### src/rtl/mc_cpu_pkg.sv
// Shared types and constants for the multi-cycle core: FSM states, opcodes,
// ALU/branch operation codes and the decoded control word.
package mc_cpu_pkg;

  typedef enum logic [2:0] {
    S_FETCH  = 3'd0,
    S_DECODE = 3'd1,
    S_EXEC   = 3'd2,
    S_MEM    = 3'd3,
    S_WB     = 3'd4,
    S_HALT   = 3'd5
  } state_t;

  localparam logic [5:0] HALT_OP_DEFAULT = 6'b111111;

  // R-type: op rs rt rd; I-type: op rs rt imm16; J-type: op imm26 (PC-relative)
  localparam logic [5:0] OP_ADD  = 6'h01;
  localparam logic [5:0] OP_SUB  = 6'h02;
  localparam logic [5:0] OP_AND  = 6'h03;
  localparam logic [5:0] OP_OR   = 6'h04;
  localparam logic [5:0] OP_XOR  = 6'h05;
  localparam logic [5:0] OP_SLT  = 6'h06;
  localparam logic [5:0] OP_ADDI = 6'h08;
  localparam logic [5:0] OP_LW   = 6'h10;
  localparam logic [5:0] OP_SW   = 6'h11;
  localparam logic [5:0] OP_MV   = 6'h12;
  localparam logic [5:0] OP_MVT  = 6'h13;
  localparam logic [5:0] OP_BEQ  = 6'h20;
  localparam logic [5:0] OP_BNE  = 6'h21;
  localparam logic [5:0] OP_JMP  = 6'h22;

  typedef enum logic [2:0] {
    ALU_ADD = 3'd0,
    ALU_SUB = 3'd1,
    ALU_AND = 3'd2,
    ALU_OR  = 3'd3,
    ALU_XOR = 3'd4,
    ALU_SLT = 3'd5
  } alu_op_t;

  typedef enum logic [1:0] {
    BR_NONE = 2'd0,
    BR_EQ   = 2'd1,
    BR_NE   = 2'd2,
    BR_JMP  = 2'd3
  } br_op_t;

  typedef enum logic [1:0] {
    BS_REG   = 2'd0,
    BS_IMM16 = 2'd1,
    BS_IMM26 = 2'd2
  } b_sel_t;

  typedef enum logic [1:0] {
    WB_ALU = 2'd0,
    WB_MEM = 2'd1,
    WB_A   = 2'd2,
    WB_B   = 2'd3
  } wb_sel_t;

  // An all-zero control word is a NOP, which is what undefined opcodes decode to
  typedef struct packed {
    alu_op_t alu_op;
    br_op_t  br_op;
    b_sel_t  b_sel;
    logic    mem_rd;
    logic    mem_wr;
    logic    reg_wr;
    logic    wr_reg_sel;
    wb_sel_t wb_sel;
  } ctrl_t;

endpackage

### src/rtl/mc_blocks.sv
// Datapath building blocks shared with the single-cycle core: decoder, ALU,
// register bank, sign extender and branch condition unit.
module control
  import mc_cpu_pkg::*;
(
  input  logic [5:0] opcode,
  output ctrl_t      ctrl
);

  always_comb begin
    ctrl = '0;
    case (opcode)
      OP_ADD:  begin ctrl.reg_wr = 1'b1; ctrl.wr_reg_sel = 1'b1; end
      OP_SUB:  begin ctrl.alu_op = ALU_SUB; ctrl.reg_wr = 1'b1; ctrl.wr_reg_sel = 1'b1; end
      OP_AND:  begin ctrl.alu_op = ALU_AND; ctrl.reg_wr = 1'b1; ctrl.wr_reg_sel = 1'b1; end
      OP_OR:   begin ctrl.alu_op = ALU_OR;  ctrl.reg_wr = 1'b1; ctrl.wr_reg_sel = 1'b1; end
      OP_XOR:  begin ctrl.alu_op = ALU_XOR; ctrl.reg_wr = 1'b1; ctrl.wr_reg_sel = 1'b1; end
      OP_SLT:  begin ctrl.alu_op = ALU_SLT; ctrl.reg_wr = 1'b1; ctrl.wr_reg_sel = 1'b1; end
      OP_ADDI: begin ctrl.b_sel = BS_IMM16; ctrl.reg_wr = 1'b1; end
      OP_LW:   begin ctrl.b_sel = BS_IMM16; ctrl.mem_rd = 1'b1; ctrl.reg_wr = 1'b1; ctrl.wb_sel = WB_MEM; end
      OP_SW:   begin ctrl.b_sel = BS_IMM16; ctrl.mem_wr = 1'b1; end
      OP_MV:   begin ctrl.reg_wr = 1'b1; ctrl.wr_reg_sel = 1'b1; ctrl.wb_sel = WB_A; end
      OP_MVT:  begin ctrl.reg_wr = 1'b1; ctrl.wr_reg_sel = 1'b1; ctrl.wb_sel = WB_B; end
      OP_BEQ:  begin ctrl.br_op = BR_EQ;  ctrl.b_sel = BS_IMM16; end
      OP_BNE:  begin ctrl.br_op = BR_NE;  ctrl.b_sel = BS_IMM16; end
      OP_JMP:  begin ctrl.br_op = BR_JMP; ctrl.b_sel = BS_IMM26; end
      default: ctrl = '0;
    endcase
  end

endmodule

module alu_top
  import mc_cpu_pkg::*;
#(
  parameter int N = 32
) (
  input  alu_op_t      op,
  input  logic [N-1:0] a,
  input  logic [N-1:0] b,
  output logic [N-1:0] y
);

  always_comb begin
    y = a + b;
    case (op)
      ALU_SUB: y = a - b;
      ALU_AND: y = a & b;
      ALU_OR:  y = a | b;
      ALU_XOR: y = a ^ b;
      ALU_SLT: y = {{(N-1){1'b0}}, ($signed(a) < $signed(b))};
      default: y = a + b;
    endcase
  end

endmodule

module reg_bank #(
  parameter int N = 32
) (
  input  logic         clk,
  input  logic         we,
  input  logic [4:0]   ra1,
  input  logic [4:0]   ra2,
  input  logic [4:0]   wa,
  input  logic [N-1:0] wd,
  output logic [N-1:0] rd1,
  output logic [N-1:0] rd2
);

  logic [N-1:0] regs [0:31];

  // r0 reads as zero and is never written; the rest of the bank has no reset
  always_ff @(posedge clk) begin
    if (we && (wa != 5'd0)) regs[wa] <= wd;
  end

  assign rd1 = (ra1 == 5'd0) ? '0 : regs[ra1];
  assign rd2 = (ra2 == 5'd0) ? '0 : regs[ra2];

endmodule

module sgn_extend #(
  parameter int IW = 16,
  parameter int OW = 32
) (
  input  logic [IW-1:0] value,
  output logic [OW-1:0] extended
);

  assign extended = {{(OW-IW){value[IW-1]}}, value};

endmodule

module cond_branch
  import mc_cpu_pkg::*;
#(
  parameter int N = 32
) (
  input  br_op_t       br_op,
  input  logic [N-1:0] a,
  input  logic [N-1:0] b,
  output logic         taken
);

  always_comb begin
    taken = 1'b0;
    case (br_op)
      BR_EQ:   taken = (a == b);
      BR_NE:   taken = (a != b);
      BR_JMP:  taken = 1'b1;
      default: taken = 1'b0;
    endcase
  end

endmodule

### src/rtl/mc_fsm.sv
// Instruction sequencer: state register, next-state logic and the memory
// requests / latch enables that drive the datapath in each phase.
module mc_fsm
  import mc_cpu_pkg::*;
(
  input  logic clk,
  input  logic rst,
  input  logic imem_ack,
  input  logic dmem_ack,
  input  logic is_halt,
  input  logic taken,
  input  logic mem_rd,
  input  logic mem_wr,
  input  logic reg_wr,
  output logic imem_req,
  output logic dmem_req,
  output logic ir_en,
  output logic ab_en,
  output logic alur_en,
  output logic mdr_en,
  output logic rf_we,
  output logic pc_load,
  output logic pc_inc,
  output logic retire,
  output logic halted
);

  state_t state, next_state;

  always_ff @(posedge clk or negedge rst) begin
    if (!rst) state <= S_FETCH;
    else      state <= next_state;
  end

  always_comb begin
    next_state = state;
    case (state)
      S_FETCH:  if (imem_ack) next_state = S_DECODE;
      S_DECODE: next_state = is_halt ? S_HALT : S_EXEC;
      S_EXEC: begin
        if (taken)                 next_state = S_FETCH;
        else if (mem_rd || mem_wr) next_state = S_MEM;
        else if (reg_wr)           next_state = S_WB;
        else                       next_state = S_FETCH;
      end
      S_MEM:    if (dmem_ack) next_state = mem_rd ? S_WB : S_FETCH;
      S_WB:     next_state = S_FETCH;
      S_HALT:   next_state = S_HALT;
      default:  next_state = S_FETCH;
    endcase
  end

  // Requests are gated by reset so an in-flight access drops the moment reset asserts
  always_comb begin
    imem_req = rst && (state == S_FETCH);
    dmem_req = rst && (state == S_MEM);
    ir_en    = (state == S_FETCH) && imem_ack;
    ab_en    = (state == S_DECODE);
    alur_en  = (state == S_EXEC);
    mdr_en   = (state == S_MEM) && dmem_ack && mem_rd;
    rf_we    = (state == S_WB);
    pc_load  = (state == S_EXEC) && taken;
    pc_inc   = ((state == S_EXEC) && !taken && !mem_rd && !mem_wr && !reg_wr) ||
               ((state == S_MEM) && dmem_ack && mem_wr) ||
               (state == S_WB);
    retire   = pc_load || pc_inc;
    halted   = (state == S_HALT);
  end

endmodule

### src/rtl/mc_processor_top.sv
// Multi-cycle core top: PC/IR/operand/result latches around the shared
// datapath blocks, with instruction and data memories behind req/ack handshakes.
module mc_processor_top
  import mc_cpu_pkg::*;
#(
  parameter int         N       = 32,
  parameter int         AW      = 10,
  parameter logic [5:0] HALT_OP = HALT_OP_DEFAULT
) (
  input  logic          clk,
  input  logic          rst,
  output logic          imem_req,
  output logic [AW-1:0] imem_addr,
  input  logic [N-1:0]  imem_rdata,
  input  logic          imem_ack,
  output logic          dmem_req,
  output logic          dmem_we,
  output logic [AW-1:0] dmem_addr,
  output logic [N-1:0]  dmem_wdata,
  input  logic [N-1:0]  dmem_rdata,
  input  logic          dmem_ack,
  output logic          halted,
  output logic [N-1:0]  pc_out,
  output logic [31:0]   instret
);

  logic [N-1:0] pc, ir, a, b, alur, mdr;
  logic [N-1:0] rd1, rd2, wb_data, alu_a, alu_b, alu_y, imm16_ext, imm26_ext;
  logic [4:0]   wr_addr;
  ctrl_t        ctrl;
  logic         taken, is_halt;
  logic         ir_en, ab_en, alur_en, mdr_en, rf_we, pc_load, pc_inc, retire;

  assign is_halt = (ir[31:26] == HALT_OP);

  control u_control (.opcode(ir[31:26]), .ctrl(ctrl));

  reg_bank #(.N(N)) u_reg_bank (
    .clk(clk), .we(rf_we), .ra1(ir[25:21]), .ra2(ir[20:16]),
    .wa(wr_addr), .wd(wb_data), .rd1(rd1), .rd2(rd2)
  );

  sgn_extend #(.IW(16), .OW(N)) u_sext16 (.value(ir[15:0]), .extended(imm16_ext));
  sgn_extend #(.IW(26), .OW(N)) u_sext26 (.value(ir[25:0]), .extended(imm26_ext));

  // Branches compute their target in the ALU from PC; the condition uses the A/B latches
  assign alu_a = (ctrl.br_op != BR_NONE) ? pc : a;

  always_comb begin
    alu_b = b;
    case (ctrl.b_sel)
      BS_IMM16: alu_b = imm16_ext;
      BS_IMM26: alu_b = imm26_ext;
      default:  alu_b = b;
    endcase
  end

  alu_top #(.N(N)) u_alu (.op(ctrl.alu_op), .a(alu_a), .b(alu_b), .y(alu_y));

  cond_branch #(.N(N)) u_cond (.br_op(ctrl.br_op), .a(a), .b(b), .taken(taken));

  always_comb begin
    wb_data = alur;
    case (ctrl.wb_sel)
      WB_MEM:  wb_data = mdr;
      WB_A:    wb_data = a;
      WB_B:    wb_data = b;
      default: wb_data = alur;
    endcase
  end

  assign wr_addr = ctrl.wr_reg_sel ? ir[15:11] : ir[20:16];

  mc_fsm u_fsm (
    .clk(clk), .rst(rst), .imem_ack(imem_ack), .dmem_ack(dmem_ack),
    .is_halt(is_halt), .taken(taken), .mem_rd(ctrl.mem_rd), .mem_wr(ctrl.mem_wr),
    .reg_wr(ctrl.reg_wr), .imem_req(imem_req), .dmem_req(dmem_req),
    .ir_en(ir_en), .ab_en(ab_en), .alur_en(alur_en), .mdr_en(mdr_en),
    .rf_we(rf_we), .pc_load(pc_load), .pc_inc(pc_inc), .retire(retire),
    .halted(halted)
  );

  always_ff @(posedge clk or negedge rst) begin
    if (!rst) begin
      pc      <= '0;
      ir      <= '0;
      a       <= '0;
      b       <= '0;
      alur    <= '0;
      mdr     <= '0;
      instret <= '0;
    end else begin
      if (ir_en)   ir   <= imem_rdata;
      if (ab_en)   begin a <= rd1; b <= rd2; end
      if (alur_en) alur <= alu_y;
      if (mdr_en)  mdr  <= dmem_rdata;
      if (pc_load)     pc <= alu_y;
      else if (pc_inc) pc <= pc + N'(1);
      if (retire)  instret <= instret + 32'd1;
    end
  end

  // Latched IR/ALUR/B keep address, direction and write data stable for the whole request
  assign imem_addr  = pc[AW-1:0];
  assign dmem_addr  = alur[AW-1:0];
  assign dmem_wdata = b;
  assign dmem_we    = dmem_req && ctrl.mem_wr;
  assign pc_out     = pc;

endmodule

### config.mk
export PLATFORM = sky130hd
export DESIGN_NAME = mc_processor_top
export DESIGN_NICKNAME = d
export VERILOG_FILES = /design/src/rtl/mc_cpu_pkg.sv /design/src/rtl/mc_blocks.sv /design/src/rtl/mc_fsm.sv /design/src/rtl/mc_processor_top.sv
export SDC_FILE = /design/constraint.sdc
export NUM_CORES = 2
export LEC_CHECK = 0
export CAP_MARGIN = 20
export CORE_ASPECT_RATIO = 0.75
export CORE_MARGIN = 2
export CORE_UTILIZATION = 30
export CTS_BUF_LIST = sky130_fd_sc_hd__clkbuf_8
export DETAILED_ROUTE_END_ITERATION = 10
export DONT_BUFFER_PORTS = 1
export PLACE_DENSITY = 0.56
export SLEW_MARGIN = 10
export SYNTH_ARGS = -nofsm -noshare
export SYNTH_HDL_FRONTEND = slang
export SYNTH_SLANG_ARGS = --single-unit
export TNS_END_PERCENT = 1
### constraint.sdc
create_clock -name clk -period 6.7 [get_ports clk]
set_input_delay 0.67 -clock clk [delete_from_list [all_inputs] [get_ports clk]]
set_output_delay 0.67 -clock clk [all_outputs]
set_load 0.01 [all_outputs]
# Word-level counts from Yosys, hierarchy flattened
# Memory sizes are Yosys's and may differ from the RTL's.
# Index checks and enable logic that the tools add are counted.
dict set report totals {
  ff_bits 227
  ramBits 1024
  inputBits 68
  out_inout_bits 120
  elab_cells 113
  memories 1
}
# name words word_bits read_ports rd_clocked_by_memory_dff write_ports line
set memory_table {}
lappend memory_table {u_reg_bank.regs 32 32 2 0 1 mc_blocks.sv:71} ;# logic [N-1:0] regs [0:31];
dict set report op_classes {
  n_addsub 4
  order_cmp 1
  n_eq_ne 37
  n_mux 28
  bitwise_logic 3
  reduce_logical 31
}
# cell count
set ops {}
lappend ops {{$mux 32} 5}
lappend ops {{$pmux 32 s5} 1}
lappend ops {{$pmux 32 s3} 1}
lappend ops {{$add 32x1->32 const B} 2}
lappend ops {{$pmux 32 s2} 1}
lappend ops {{$add 32x32->32} 1}
lappend ops {{$and 32x32->32} 1}
lappend ops {{$eq 32x32->1} 1}
lappend ops {{$lt 32x32->1} 1}
lappend ops {{$ne 32x32->1} 1}
lappend ops {{$or 32x32->32} 1}
lappend ops {{$sub 32x32->32} 1}
lappend ops {{$xor 32x32->32} 1}
lappend ops {{$pmux 3 s5} 2}
lappend ops {{$eq 6x5->1 const B} 4}
lappend ops {{$eq 6x6->1 const B} 4}
lappend ops {{$mux 3} 7}
lappend ops {{$eq 6x3->1 const B} 3}
lappend ops {{$logic_and 1x1->1} 13}
lappend ops {{$eq 3x2->1 const B} 4}
lappend ops {{$eq 3x3->1 const B} 4}
lappend ops {{$eq 6x2->1 const B} 2}
lappend ops {{$pmux 2 s3} 2}
lappend ops {{$eq 2x2->1 const B} 5}
lappend ops {{19 further kinds} 36}

# Longest topological paths before layout
dict set report depth {
  depth_word 13
  depth_mapped 24
  ltp_nobuf 21
}

# Hierarchy
# A second synthesis with hierarchy kept.
dict set report hier_totals {
  cells_unflattened 4516
  area_unflattened_um2 66020.8
}
# module n_inst cells_per_inst area_per_inst_um2
set modules_own_cells {}
lappend modules_own_cells {reg_bank 1 2564 47929.7}
lappend modules_own_cells {mc_processor_top 1 893 11094.4}
lappend modules_own_cells {alu_top 1 868 5544.1}
lappend modules_own_cells {sgn_extend 2 32 240.2}
lappend modules_own_cells {mc_fsm 1 43 360.3}
lappend modules_own_cells {cond_branch 1 44 357.8}
lappend modules_own_cells {control 1 40 254.0}

# Worst setup path after synthesis
# Ideal clock, no wire load.
dict set report synth_timing {
  kind {flip-flop to flip-flop}
  startpoint {register ir[26]}
  endpoint {memory u_reg_bank.regs[22][0] (enable)}
  setup_ns 0.502
  arrival_time_ns 5.037
  slack_ns 1.161
  stages_incl_launch_ff 10
  path_buffers 3
  path_cell_list {dfrtp_1 > clkbuf_1 > nand2_1 > nand2b_1 > a211o_1 > or2_2 > clkbuf_1 > clkbuf_1 > o21a_1 > nor4_1}
}
dict set report synth_between {
  elab_chain_len 8
  elab_cells_between_ends 15
}
# item line
set synth_rtl {}
lappend synth_rtl {{from (decl)} mc_processor_top.sv:27} ;# logic [N-1:0] pc, ir, a, b, alur, mdr;
lappend synth_rtl {{from (signal assigned)} mc_processor_top.sv:93} ;# if (ir_en) ir <= imem_rdata;
lappend synth_rtl {{$eq 6x1->1, or another cell as far along} mc_blocks.sv:12} ;# case (opcode)
lappend synth_rtl {{$reduce_or 8->1 (no source line) (*)} -}
lappend synth_rtl {{$mux 1 (*)} mc_blocks.sv:12}
lappend synth_rtl {{$mux 5 (*)} mc_processor_top.sv:72} ;# assign wr_addr = ctrl.wr_reg_sel ? ir[15:11] : ir[20:16];
lappend synth_rtl {{$reduce_bool 5->1} mc_blocks.sv:75} ;# if (we && (wa != 5'd0)) regs[wa] <= wd;
lappend synth_rtl {{$logic_and 1x1->1} mc_blocks.sv:75}
lappend synth_rtl {{$mux 1} mc_blocks.sv:75}
lappend synth_rtl {{$mux 1 (implied by the code)} mc_blocks.sv:75}
lappend synth_rtl {{to (decl)} mc_blocks.sv:71}
# Every way passes the cells marked *; elsewhere a longest branch is shown, timed or not.

# Worst setup path after layout
dict set report layout_timing {
  startpoint {register ir[30]}
  endpoint {register alur[25]}
}
dict set report layout_between {
  elab_chain_len 7
  elab_cells_between_ends 31
}
# item line
set layout_rtl {}
lappend layout_rtl {{$eq 6x6->1, or another cell as far along} mc_blocks.sv:12}
lappend layout_rtl {{$reduce_or 5->1 (no source line)} -}
lappend layout_rtl {{$pmux 2 s2} mc_blocks.sv:12}
lappend layout_rtl {{$eq 2x2->1 or $eq 2x1->1 (tied branches)} mc_processor_top.sv:51} ;# case (ctrl.b_sel)
lappend layout_rtl {{$pmux 32 s2} mc_processor_top.sv:51}
lappend layout_rtl {{$add 32x32->32, or another cell as far along} mc_blocks.sv:52} ;# default: y = a + b;
lappend layout_rtl {{$pmux 32 s5 (*)} mc_blocks.sv:46} ;# case (op)
lappend layout_rtl {{to (signal assigned)} mc_processor_top.sv:95} ;# if (alur_en) alur <= alu_y;
lappend layout_rtl {{to (decl)} mc_processor_top.sv:27}
# Marked as above.
# A chain may end at the register's enable or synchronous reset.

==> results.py <==
metrics = {
    "placement": {
        "hpwlAfterDp_mm": 142.4,
        "io_buffers": 0,
        "place_congestion": 0.9567,
        "post-place-ws_ns": 0.7220,
    },
    "synthesis": {
        "netlist_area_sq_um": 64190,
        "ys_ff_latch": 1251,
        "yosysWarnings": 0,
        "synth_edf_count": 1024,
        "ys_async_sr_fraction": 0.1815,
        "synth_cell_types": 96,
        "syn_area_per_cell_sq_um": 15.46,
        "seq_area_frac_synth": 0.5675,
        "ys.flop_type": "edfxtp_1",
        "synth_cells": 4152,
    },
    "floorplanning": {
        "rows": 147,
        "fp.dieArea_sq_um": 217700,
        "die_h_um": 404.6,
        "start_util": 0.3009,
        "ioPinCount": 188,
        "die_w_um": 538.1,
        "core_sq_um": 213400,
    },
    "run": {
        "cap_violations": 0,
    },
    "sta": {
        "maxSlewHeadroom": 0.2344,
        "hold-worst-slack_ns": 0.09726,
        "max_clock_freq_ghz": 0.1618,
        "finClkSkew_ns": 0.07503,
        "setup_viol": 0,
        "period_needed_ns": 6.182,
        "tightest_slew_ns": 1.147,
        "fin_ws_ns": 0.5178,
        "fin_crit_sh": 0.9227,
        "finalMaxSlewViolations": 0,
        "rsz0062_at_grt": "false",
        "hold_viol_final": 0,
        "fin_tns_setup_ns": 0,
    },
    "worst_setup_path": {
        "arrival_ns": 6.92,
        "rrSetupSlack_ns": 0.52,
        "cp_cell_sequence": "nor4b_1 > buf_4 > nand2_1 > inv_1 > ha_1 > nor2_1 > nor2_1 > buf_4 > a22o_1 > ha_1 > or4_1 > nor4_1 > a21boi_1 > nor2_1 > o211ai_1 > a31oi_1 > xnor2_1 > a221oi_1 > o21ai_0",
        "worstPathMaxFanout": 16,
        "cp_slowest_cell": "nor2_1",
        "crit_type": "flip-flop to flip-flop",
        "r2r-end": "alur[25]$_DFFE_PN0N_",
        "start_kind": "flip-flop",
        "crit_path_frequent_cell": "nor2_1",
        "reg2reg_depth": 19,
        "cp_num_buf_inv": 3,
        "cp_top_family": "simple AND/OR/NAND/NOR gates",
        "slowest_delay_ns": 0.75,
        "critical_path_required_ns": 7.44,
        "r2r-start": "ir[30]$_DFFE_PN0P_",
        "worstSetupEndpointType": "flip-flop",
    },
    "grt": {
        "grt_pass1_wl_mm": 315.9,
        "grt_overflow": 0,
        "antenna_found_initial": 14,
        "grt_pass1_vias": 41200,
        "grt_max_degree": 228,
        "track_usage": 0.2029,
    },
    "detailed_routing": {
        "routedWlPerCell_um": 31.16,
        "wirelength_mm": 226.2,
        "dr.first_iter.drc_count": 5967,
        "drc": 0,
        "first_pass_iters": 5,
        "drtAntennaViolNets": 0,
        "viasPerCell": 5.821,
        "vias": 42260,
    },
    "cts": {
        "cts-root-buf": "clkbuf_8",
        "h-tree-depth": 4,
        "cts_resized": 0,
        "clk_path_buf_depth": 4,
        "post_cts_buffers": 0,
        "clkTransAtPathRegs_ns": 0.07,
        "hold_buffers": 66,
        "cts_tree": "yes",
        "cts_buffers": 194,
        "clk_latency_ns": 0.92,
        "cts_sinks": 1251,
    },
    "hold_path": {
        "whs_path_depth": 3,
        "whs_endpoint": "u_fsm.state[0]$_DFFE_PN0P_",
        "hold_class": "input pin to flip-flop",
        "holdCritStartpoint": "imem_ack",
    },
    "final_layout": {
        "drive_above_1_share": 0.2914,
        "fin_nets": 4452,
        "syn_to_final_growth_pct": 13.61,
        "fin_util": 0.3418,
    },
    "pwr": {
        "peakVddDrop_mv": 0.3412,
        "cellLeakagePower_nw": 24.52,
        "power_density_nw_per_um2": 516.8,
    },
    "outcome": {
        "status": "finished, final reports clean",
    },
}
## synth_stat cells, drive strengths merged (7+ instances only)
cell type	number	area [sq um]
inv	142	533.0
or2	11	68.82
nand4	24	150.1
o211ai	15	112.6
edfxtp	1024	30750
nor2b	62	387.9
a21o	25	187.7
and4	7	61.31
nor4	15	93.84
o22ai	72	450.4
and2	8	52.56
a221oi	44	385.4
and3	14	87.58
nor2	196	735.7
mux2i	57	570.6
or3	8	55.05
nand2b	21	131.4
a21oi	162	814.5
ha	100	1251
buf	116	585.6
mux4	576	12970
o21bai	10	75.07
mux2	193	2173
nand2	213	799.5
nor3	66	335.3
a31oi	18	118.9
dfrtp	227	5680
o31ai	57	427.9
o22a	7	61.31
o221ai	19	166.4
o21a	16	120.1
a22oi	13	107.6
a211oi	29	222.7
o32ai	7	61.31
xnor2	67	586.8
nand3	44	220.2
clkbuf	206	773.2
o21ai	128	640.6
nor3b	17	127.6
a22o	21	183.9
o311ai	8	77.58
## layout make-up
class	instances	area (sq um)
fill	20410	140400
timing repair buffer	225	2100
inverter	144	540.5
tap	2831	3542
antenna	5	12.51
clock inverter	125	701.9
clock buffer	213	2932
sequential	1251	36470
multi-input combinational	2466	26630
## flip-flops by register name, summed over array words and instances, names as in the netlist
signal and cells:
instret 32, u_reg_bank.regs 1024, pc_out 32, mdr 32
a 32, dmem_wdata 32, alur 32, ir 32
u_fsm.state 3
## layout by cell type, fill, tap and decap left out, types with 15 or more instances in the layout
cell,count
edfxtp_1,1024
conb_1,32
mux2i_1,57
a21o_1,25
a211oi_1,28
mux2_2,193
o31ai_1,57
nand3_1,44
nand2b_1,19
o21a_1,16
nand2_1,211
clkbuf_8,213
nor2b_1,62
a21oi_1,161
o211ai_1,15
mux4_2,576
xnor2_1,67
dlygate4sd3_1,65
o221ai_1,19
a221oi_1,19
nor3b_1,15
o21ai_0,116
inv_1,215
nor2_4,29
a22o_1,21
ha_1,100
nand4_1,24
clkinv_1,27
nor2_1,165
o22ai_1,72
nor3_1,63
dfrtp_1,215
buf_4,140
## cells by family (layout without fill, tap and decap cells)
kind of cell	Yosys count	in the layout	synth area share
xor+xnor	73	73	0.009960
mux	826	826	0.2448
buf+inv	466	707	0.02959
flops	1251	1251	0.5675
fa+ha+maj	102	102	0.02012
other cells	1	37	0.00005842
compound gates	706	706	0.07362
simple gates	727	727	0.05429
## worst register-to-register path: stages (launching register included)
cell and delay [ns]:
dfrtp_1 0.55, nor4b_1 0.39, buf_4 0.19, nand2_1 0.07, inv_1 0.06, ha_1 0.36
nor2_1 0.12, nor2_1 0.75, buf_4 0.29, a22o_1 0.19, ha_1 0.37, or4_1 0.53
nor4_1 0.19, a21boi_1 0.40, nor2_1 0.14, o211ai_1 0.61, a31oi_1 0.23, xnor2_1 0.17
a221oi_1 0.30, o21ai_0 0.12
## metrics by stage
stage / power (mW) / instances / area, sq um
global route: 39.32 / 7255 / 72910
floorplan: 24.30 / 4183 / 64310
detailed placement: 31.02 / 6846 / 68480
CTS: 37.38 / 7250 / 72790
global placement: 30.86 / 6843 / 68430
finish: 37.69 / 7260 / 72930
## power breakdown
part           internal, mW  leakage, nW  switching, mW
Sequential             10.5         12.2           1.75
Clock                  3.18         2.12           3.14
Combinational          7.60         10.2           11.6
## worst max path at each step
stage,startpoint,to,slack [ns],cells past startpoint
finish,ir[30]$_DFFE_PN0P_,alur[25]$_DFFE_PN0N_,0.52,19
global route,ir[30]$_DFFE_PN0P_,alur[28]$_DFFE_PN0N_,0.34,21
CTS,ir[30]$_DFFE_PN0P_,alur[28]$_DFFE_PN0N_,0.70,21
detailed placement,ir[30]$_DFFE_PN0P_,alur[28]$_DFFE_PN0N_,0.72,21
global placement,ir[30]$_DFFE_PN0P_,alur[25]$_DFFE_PN0N_,0.78,19
floorplan,ir[26]$_DFFE_PN0P_,u_reg_bank.regs[22][0]$_DFFE_PP_,1.16,9
## per-layer routing
| layer | part of all wire | GRT usage |
|---|---|---|
| met5 | 0.00032 | 0.001115 |
| met4 | 0.029 | 0.05273 |
| met3 | 0.11 | 0.04851 |
| met2 | 0.44 | 0.2981 |
| met1 | 0.43 | 0.2989 |
Power figures use the tool's default switching activity.
